===== config.mk =====
export PLATFORM = sky130hd
export DESIGN_NAME = trdb_packet_sched
export DESIGN_NICKNAME = d
export VERILOG_FILES = /design/src/rtl/trdb_packet_sched.sv
export SDC_FILE = /design/constraint.sdc
export NUM_CORES = 1
export LEC_CHECK = 0
export BUFFER_PORTS_ARGS = -buffer_cell sky130_fd_sc_hd__buf_4
export CORE_ASPECT_RATIO = 0.6
export CORE_UTILIZATION = 60
export DETAILED_ROUTE_END_ITERATION = 16
export PLACE_DENSITY = 0.9
export SYNTH_ARGS = -nofsm -noshare
export SYNTH_HDL_FRONTEND = slang
export SYNTH_SLANG_ARGS = --single-unit

===== constraint.sdc =====
create_clock -name clk_i -period 5.01 [get_ports clk_i]
set_input_delay 1.002 -clock clk_i [delete_from_list [all_inputs] [get_ports clk_i]]
set_output_delay 1.002 -clock clk_i [all_outputs]
set_load 0.02 [all_outputs]

===== src/rtl/trdb_packet_sched.sv =====
// -----------------------------------------------------------------------------
// trdb_packet_sched
//
// Packet scheduler between the trace-debugger priority logic and the packet
// assembler. It holds up to two requests in order and offers them downstream
// under valid/ready flow control. It also pulses a branch-map flush when a
// request carrying branches is taken, and runs the periodic resync counter
// that tells the encoder to force a sync packet.
//
// Ports
//   clk_i, rst_ni          clock, asynchronous active-low reset
//   clear_i                synchronous flush of queue and counters
//   trace_en_i             tracing enabled (0: no accepts, resync held at 0)
//   req_*                  request side (valid/ready, format, subformat, branches)
//   pkt_*                  downstream head entry (valid/ready, fields)
//   branch_map_flush_o     one-cycle pulse after a branch-carrying accept
//   resync_max_i           packets between forced syncs (0 disables)
//   resync_req_o           level request to emit F_SYNC/SF_START
//   pkt_count_o            packets handed downstream, wraps at 2^32
// -----------------------------------------------------------------------------

package trdb_pkg;

    typedef enum logic [1:0] {
        F_BRANCH_FULL = 2'h0,
        F_BRANCH_DIFF = 2'h1,
        F_ADDR_ONLY   = 2'h2,
        F_SYNC        = 2'h3
    } trdb_format_t;

    typedef enum logic [1:0] {
        SF_START     = 2'h0,
        SF_EXCEPTION = 2'h1,
        SF_CONTEXT   = 2'h2,
        SF_UNDEF     = 2'h3
    } trdb_subformat_t;

endpackage

module trdb_packet_sched
    import trdb_pkg::*;
#(
    parameter int RESYNC_W = 16,
    parameter int BRANCH_W = 5
) (
    input  logic                clk_i,
    input  logic                rst_ni,
    input  logic                clear_i,
    input  logic                trace_en_i,

    input  logic                req_valid_i,
    output logic                req_ready_o,
    input  trdb_format_t        req_format_i,
    input  trdb_subformat_t     req_subformat_i,
    input  logic [BRANCH_W-1:0] req_branches_i,

    output logic                pkt_valid_o,
    input  logic                pkt_ready_i,
    output trdb_format_t        pkt_format_o,
    output trdb_subformat_t     pkt_subformat_o,
    output logic [BRANCH_W-1:0] pkt_branches_o,

    output logic                branch_map_flush_o,

    input  logic [RESYNC_W-1:0] resync_max_i,
    output logic                resync_req_o,

    output logic [31:0]         pkt_count_o
);

    typedef enum logic [1:0] {
        EMPTY = 2'd0,
        ONE   = 2'd1,
        TWO   = 2'd2
    } state_t;

    state_t              state_q, state_d;
    logic                ready_q, ready_d;

    // Head entry drives pkt_* directly; tail entry is only used in TWO.
    trdb_format_t        head_fmt_q, head_fmt_d;
    trdb_subformat_t     head_sub_q, head_sub_d;
    logic [BRANCH_W-1:0] head_br_q,  head_br_d;
    trdb_format_t        tail_fmt_q, tail_fmt_d;
    trdb_subformat_t     tail_sub_q, tail_sub_d;
    logic [BRANCH_W-1:0] tail_br_q,  tail_br_d;

    logic                flush_q, flush_d;
    logic [RESYNC_W-1:0] rs_cnt_q, rs_cnt_d;
    logic [31:0]         pkt_cnt_q, pkt_cnt_d;

    logic                accept;
    logic                pop;

    // req_ready_o is a register, so accept never sees a combinational path
    // from the downstream ready.
    assign accept = req_valid_i & ready_q & trace_en_i;
    assign pop    = (state_q != EMPTY) & pkt_ready_i;

    // -------------------------------------------------------------------------
    // Next-state logic
    // -------------------------------------------------------------------------
    always_comb begin
        state_d    = state_q;
        head_fmt_d = head_fmt_q;
        head_sub_d = head_sub_q;
        head_br_d  = head_br_q;
        tail_fmt_d = tail_fmt_q;
        tail_sub_d = tail_sub_q;
        tail_br_d  = tail_br_q;
        flush_d    = 1'b0;
        rs_cnt_d   = rs_cnt_q;
        pkt_cnt_d  = pkt_cnt_q;

        if (clear_i) begin
            // Clear wins over everything: same-cycle accept and pop are dropped.
            state_d   = EMPTY;
            rs_cnt_d  = '0;
            pkt_cnt_d = '0;
        end else begin
            unique case (state_q)
                EMPTY: begin
                    if (accept) begin
                        state_d    = ONE;
                        head_fmt_d = req_format_i;
                        head_sub_d = req_subformat_i;
                        head_br_d  = req_branches_i;
                    end
                end
                ONE: begin
                    if (accept && pop) begin
                        // Head leaves and the new request replaces it directly.
                        head_fmt_d = req_format_i;
                        head_sub_d = req_subformat_i;
                        head_br_d  = req_branches_i;
                    end else if (accept) begin
                        state_d    = TWO;
                        tail_fmt_d = req_format_i;
                        tail_sub_d = req_subformat_i;
                        tail_br_d  = req_branches_i;
                    end else if (pop) begin
                        state_d = EMPTY;
                    end
                end
                TWO: begin
                    // ready_q is low here, so only a pop can happen.
                    if (pop) begin
                        state_d    = ONE;
                        head_fmt_d = tail_fmt_q;
                        head_sub_d = tail_sub_q;
                        head_br_d  = tail_br_q;
                    end
                end
                default: state_d = EMPTY;
            endcase

            // Every format this block can carry clears the branch map, so only
            // a non-empty branch count matters. accept gates out X on req_*.
            flush_d = accept && (req_branches_i != '0);

            if (pop) begin
                pkt_cnt_d = pkt_cnt_q + 32'd1;
            end

            if (!trace_en_i) begin
                rs_cnt_d = '0;
            end else if (accept) begin
                if (req_format_i == F_SYNC) begin
                    // Only a start sync restarts the interval; other sync
                    // subformats leave it alone.
                    if (req_subformat_i == SF_START) begin
                        rs_cnt_d = '0;
                    end
                end else if (rs_cnt_q >= resync_max_i) begin
                    // Saturate, also pulling the count down if the limit shrank.
                    rs_cnt_d = resync_max_i;
                end else begin
                    rs_cnt_d = rs_cnt_q + 1'b1;
                end
            end
        end

        ready_d = (state_d != TWO);
    end

    // -------------------------------------------------------------------------
    // State registers
    // -------------------------------------------------------------------------
    always_ff @(posedge clk_i or negedge rst_ni) begin
        if (!rst_ni) begin
            state_q    <= EMPTY;
            ready_q    <= 1'b1;
            head_fmt_q <= F_ADDR_ONLY;
            head_sub_q <= SF_UNDEF;
            head_br_q  <= '0;
            tail_fmt_q <= F_ADDR_ONLY;
            tail_sub_q <= SF_UNDEF;
            tail_br_q  <= '0;
            flush_q    <= 1'b0;
            rs_cnt_q   <= '0;
            pkt_cnt_q  <= '0;
        end else begin
            state_q    <= state_d;
            ready_q    <= ready_d;
            head_fmt_q <= head_fmt_d;
            head_sub_q <= head_sub_d;
            head_br_q  <= head_br_d;
            tail_fmt_q <= tail_fmt_d;
            tail_sub_q <= tail_sub_d;
            tail_br_q  <= tail_br_d;
            flush_q    <= flush_d;
            rs_cnt_q   <= rs_cnt_d;
            pkt_cnt_q  <= pkt_cnt_d;
        end
    end

    // -------------------------------------------------------------------------
    // Outputs
    // -------------------------------------------------------------------------
    assign req_ready_o        = ready_q;
    assign pkt_valid_o        = (state_q != EMPTY);
    assign pkt_format_o       = head_fmt_q;
    assign pkt_subformat_o    = head_sub_q;
    assign pkt_branches_o     = head_br_q;
    assign branch_map_flush_o = flush_q;
    assign pkt_count_o        = pkt_cnt_q;
    // A zero limit disables resync even though the counter then sits at 0.
    assign resync_req_o       = (rs_cnt_q == resync_max_i) && (resync_max_i != '0);

endmodule


Word-level counts from Yosys, hierarchy flattened
Index checks and enable logic that the tools add are counted.
{ "classes": {"add_sub_neg": 2, "mul": 0, "div": 0, "magnitude_cmp": 1, "n_eq_ne": 10, "shift": 0, "muxes": 28, "n_bitwise": 5, "reduce_logical": 13} }
{ "ops": {"columns": ["op", "n"], "rows": [
  ["16-bit 2-to-1 mux", 6],
  ["32-bit 2-to-1 mux", 2],
  ["32-bit by 1-bit adder with 32-bit output (second input constant)", 1],
  ["2-bit 2-to-1 mux", 12],
  ["2-bit one-hot mux with 3 select lines", 3],
  ["16-bit by 1-bit adder with 16-bit output (second input constant)", 1],
  ["16-bit == test", 1],
  ["16-bit greater-or-equal comparator", 1],
  ["16-bit nonzero test", 1],
  ["5-bit 2-to-1 mux", 3],
  ["5-bit one-hot mux with 3 select lines", 1],
  ["2-bit != test (second input constant)", 4],
  ["5-bit AND reduction", 1],
  ["5-bit nonzero test", 1],
  ["2-bit == test (second input constant)", 2],
  ["2-bit zero test", 2],
  ["4-bit by 3-bit != test with 1-bit output (second input constant)", 1],
  ["4-bit AND reduction", 1],
  ["2-bit nonzero test", 2],
  ["1-bit AND", 3],
  ["1-bit logical AND", 3],
  ["3-bit by 2-bit != test with 1-bit output (second input constant)", 1],
  ["3-bit nonzero test", 1],
  ["2-bit by 1-bit == test with 1-bit output (second input constant)", 1],
  ["other kinds (3)", 4]
]} }
{ "totals": {"regBits": 70, "latchBits": 0, "mem_bits_rw": 0, "mem_bits_ro": 0, "input_bits": 31, "output_inout_bits": 45, "wordCells": 70, "mem_count": 0} }

Depth between registers and ports, before layout
{ "logic_depth": {"ltp_word": 8, "depth_mapped": 10, "ltp_nobuf": 8} }

Least setup slack after synthesis
OpenSTA, ideal clock, no wires.
{ "synth_path": {"path_type": "input to output", "startpoint": "in resync_max_i[15]", "endpoint": "out resync_req_o", "arrival_ns": 2.189, "required_time_ns": 4.008, "slack_ns": 1.819, "path_stages": 6, "path_buffers": 0, "cell_sequence": "inv_1 -> ha_1 -> nand4_2 -> nor4_2 -> nand2_1 -> nor2_1"} }
{ "synth_via": {"elab_chain_len": 2, "elab_cells_between_ends": 3, "classes_between": "1 x eq/ne; 2 x reduce/logical"} }
{ "synth_lines": {"columns": ["element", "line_no", "rtl"], "rows": [
  ["start: declaration", "65", "input logic [RESYNC_W-1:0] resync_max_i,"],
  ["16-bit == test or 16-bit nonzero test (tied branches)", "228", "assign resync_req_o = (rs_cnt_q == resync_max_i) && (resync_max_i != '0);"],
  ["1-bit logical AND *", "228", null],
  ["end: declaration", "66", "output logic resync_req_o,"]
]} }
Mark *: on every way between the ends. The rest lies on a longest branch, timed or not.

Final worst setup path
Same ends and word-level chain as after synthesis.

==> results.py <==
metrics = {
    "clock_tree": {
        "cts_root_buf": "clkbuf_16",
        "clock_latency_ns": 0.34,
        "clk_pin_slew_ns": 0.05,
        "cts_tree": "yes",
        "h-tree-depth": 3,
        "cts_setup_buffers": 0,
        "hold_buffers": 0,
        "cts_resized": 0,
        "clockBufferDepth": 2,
        "clkSinkCount": 70,
        "cts_buffers": 9,
    },
    "sta": {
        "setup-violations-final": 0,
        "timing.fmax_ghz": 0.294,
        "min_period_over_period_pct": 67.9,
        "tns_ns": 0,
        "max-slew-margin-rel_pct": 22.9,
        "rsz0062_at_grt": "false",
        "period_needed_ns": 3.40,
        "maxSlewViolCount": 0,
        "holdWs_ns": 0.489,
        "max_slew.worst_pin.slew_ns": 1.15,
        "clock_skew_ns": 0.00559,
        "finalHoldViolations": 0,
    },
    "drt": {
        "via_per_inst": 6.16,
        "drt_iter0_markers": 332,
        "vias": 3630,
        "ant_nets": 0,
        "drc_errors": 0,
        "wirelength_mm": 10.5,
        "wire_per_inst_um": 17.9,
        "dr.pass1.iters": 5,
    },
    "synthesis": {
        "yosys-top-cells-area": "dfrtp_1, ha_1, dfstp_2",
        "yosysMostFrequentCell": "dfrtp_1",
        "synth_edf_count": 0,
        "syn_area_um2": 4110,
        "async_flop_share_pct": 100,
        "synth_cell_types": 55,
        "yosysSeqAreaShare_pct": 42.8,
        "synth_area_leader_cell": "dfrtp_1",
        "synthDominantCellAreaShare_pct": 38.3,
        "yosys-top-cells-count": "dfrtp_1, nor2_1, nand2_1",
        "ys_warn_count": 0,
        "syn_inst": 431,
        "synth_top_flop_cell": "dfrtp_1",
        "syn_nets": 480,
        "synth-seq-cells": 70,
        "avgSynthCellArea_um2": 9.55,
    },
    "critical_path": {
        "arrival_ns": 2.40,
        "critPathLaunch": "resync_max_i[15]",
        "crit_fanout": 3,
        "timing.rr.end": "rs_cnt_q[1]$_DFFE_PN0P_",
        "worstPathCellList": "buf_4 > inv_1 > ha_1 > nand4_2 > nor4_2 > nand2_1 > nor2_1 > buf_4",
        "rr_worst_depth": 8,
        "crit_end": "resync_req_o",
        "reg2reg_slack_ns": 2.07,
        "end_kind": "output port",
        "cp_common_cell": "buf_4",
        "startpoint_type": "input port",
        "r2r-start": "rs_cnt_q[0]$_DFFE_PN0P_",
        "slowest_delay_ns": 0.39,
        "worstPathRequired_ns": 4.01,
        "critical-path-slowest-cell": "ha_1",
        "path_class": "input port to output port",
    },
    "die": {
        "die_height_um": 66.1,
        "start_util_pct": 64.7,
        "row_count": 22,
        "die_w_um": 109,
        "die-area_um2": 7200,
        "ios": 76,
        "coreArea_um2": 6360,
    },
    "power_and_ir_drop": {
        "switching_share_pct": 25.3,
        "clock_power_share_pct": 42.8,
        "leakage_uw": 0.00230,
        "p_sw_uw": 343,
        "peakVddDrop_mv": 0.183,
        "power_frac_comb_pct": 11.5,
        "p_seq_share_pct": 45.7,
        "power.internal_uw": 1010,
        "powerDensity_nw_per_um2": 273,
    },
    "placed_design": {
        "gp_congestion": 0.962,
        "io_buffers": 75,
        "post_dp_cell_area_um2": 4700,
        "hpwl_mm": 7.62,
    },
    "run_status": {
        "outcome": "finished clean",
    },
    "flow_run": {
        "drv_cap": 0,
    },
    "global_route": {
        "grt_pass1_vias": 3433,
        "track_usage_pct": 31.6,
        "grt_pass1_wl_mm": 16.8,
        "antenna_found_initial": 0,
        "grt-ovfl-total": 0,
        "grt_max_degree": 71,
    },
    "cells_and_area": {
        "antenna_cells": 0,
        "final_cell_area_um2": 4970,
        "area_growth_pct": 20.9,
        "drive_gt1_share_pct": 23.2,
        "nets": 549,
    },
    "worst_hold_path": {
        "whs_path_depth": 1,
        "holdCritPathClass": "register to register",
    },
}
## sequential cells by signal, summed over array words and instances, names as in the netlist
register,count
pkt_format_o,2
rs_cnt_q,16
branch_map_flush_o,1
tail_fmt_q,2
pkt_branches_o,5
req_ready_o,1
tail_sub_q,2
state_q,2
tail_br_q,5
pkt_count_o,32
pkt_subformat_o,2
## worst max-delay path, delay by kind of cell
| family | cells | cell delay [ns] |
|---|---|---|
| buf+inv | 3 | 0.29 |
| simple gates | 4 | 0.71 |
| fa+ha+maj | 1 | 0.39 |
## metrics by stage
stage	setup slack [ns]	utilization (%)	cells	total power, µW
after detailed placement	1.45	74.0	573	784
after floorplan	1.82	-	431	704
after CTS	1.63	78.2	589	1360
after global routing	1.49	78.2	589	1400
final	1.61	78.2	589	1360
after global placement	1.60	74.0	573	776
## power groups by stage
| stage | combinational (µW) | sequential [µW] | clock (µW) |
|---|---|---|---|
| floorplan | 58.7 | 645 | 0 |
| global placement | 150 | 626 | 0 |
| detailed placement | 155 | 629 | 0 |
| CTS | 156 | 619 | 584 |
| global route | 172 | 622 | 606 |
| finish | 156 | 620 | 580 |
## cell families after synthesis
| group | share of synthesized area [%] |
|---|---|
| xor gates and xnor gates | 5.54 |
| DFF | 42.8 |
| muxes | 5.14 |
| and+or+nand+nor | 24.3 |
| buffers and inverters | 4.17 |
| AOI/OAI and AO/OA | 12.6 |
| adders and majority gates | 5.47 |
## cell type report
type	instances	area (µm²)
Clock buffer	12	246
Clock inverter	4	22.5
Tap cell	84	105
Timing Repair Buffer	77	578
Inverter	21	78.8
Sequential cell	70	1760
Fill cell	427	1390
Multi-Input combinational cell	321	2180
## routing by layer
metal	track usage, %	routed length [µm]	up-vias
met2	45.7	4550	199
met4	11.7	140	0
met3	10.8	1230	17
met5	0	0	-
met1	43.7	4610	1714
li1	-	-	1700
## cells in the final DEF, fill, tap and decap left out, drive strengths merged, types with 2 or more instances in the layout
| cell type | synthesis | layout |
|---|---|---|
| mux2i | 11 | 11 |
| nand2 | 31 | 31 |
| and4 | 4 | 4 |
| dfrtp | 63 | 63 |
| dfstp | 7 | 7 |
| xor2 | 20 | 20 |
| xnor2 | 6 | 6 |
| mux2 | 9 | 9 |
| nand4 | 21 | 21 |
| buf | 8 | 77 |
| nor3 | 4 | 4 |
| o311ai | 5 | 5 |
| nor4 | 8 | 8 |
| and3 | 6 | 6 |
| nand2b | 6 | 6 |
| clkbuf | 11 | 12 |
| ha | 18 | 18 |
| or2 | 5 | 5 |
| or3 | 8 | 8 |
| inv | 21 | 21 |
| a21oi | 26 | 26 |
| o21ai | 12 | 12 |
| a21o | 3 | 3 |
| or4 | 7 | 7 |
| nand3 | 27 | 27 |
| clkinv | 0 | 3 |
| a32oi | 10 | 10 |
| nor2 | 49 | 49 |
| o22ai | 2 | 2 |
| a31oi | 4 | 4 |
| and2 | 5 | 5 |
## worst min-delay path by stage
stage / start / endpoint / slack (ns)
2_1_floorplan: tail_br_q[0]$_DFFE_PN0P_ / tail_br_q[0]$_DFFE_PN0P_ / 0.46
3_3_place_gp: tail_br_q[4]$_DFFE_PN0P_ / tail_br_q[4]$_DFFE_PN0P_ / 0.47
3_5_place_dp: tail_br_q[4]$_DFFE_PN0P_ / tail_br_q[4]$_DFFE_PN0P_ / 0.49
4_1_cts: tail_br_q[4]$_DFFE_PN0P_ / tail_br_q[4]$_DFFE_PN0P_ / 0.49
5_1_grt: tail_br_q[2]$_DFFE_PN0P_ / tail_br_q[2]$_DFFE_PN0P_ / 0.51
6_report: tail_br_q[4]$_DFFE_PN0P_ / tail_br_q[4]$_DFFE_PN0P_ / 0.49
Power figures use the tool's default switching activity.
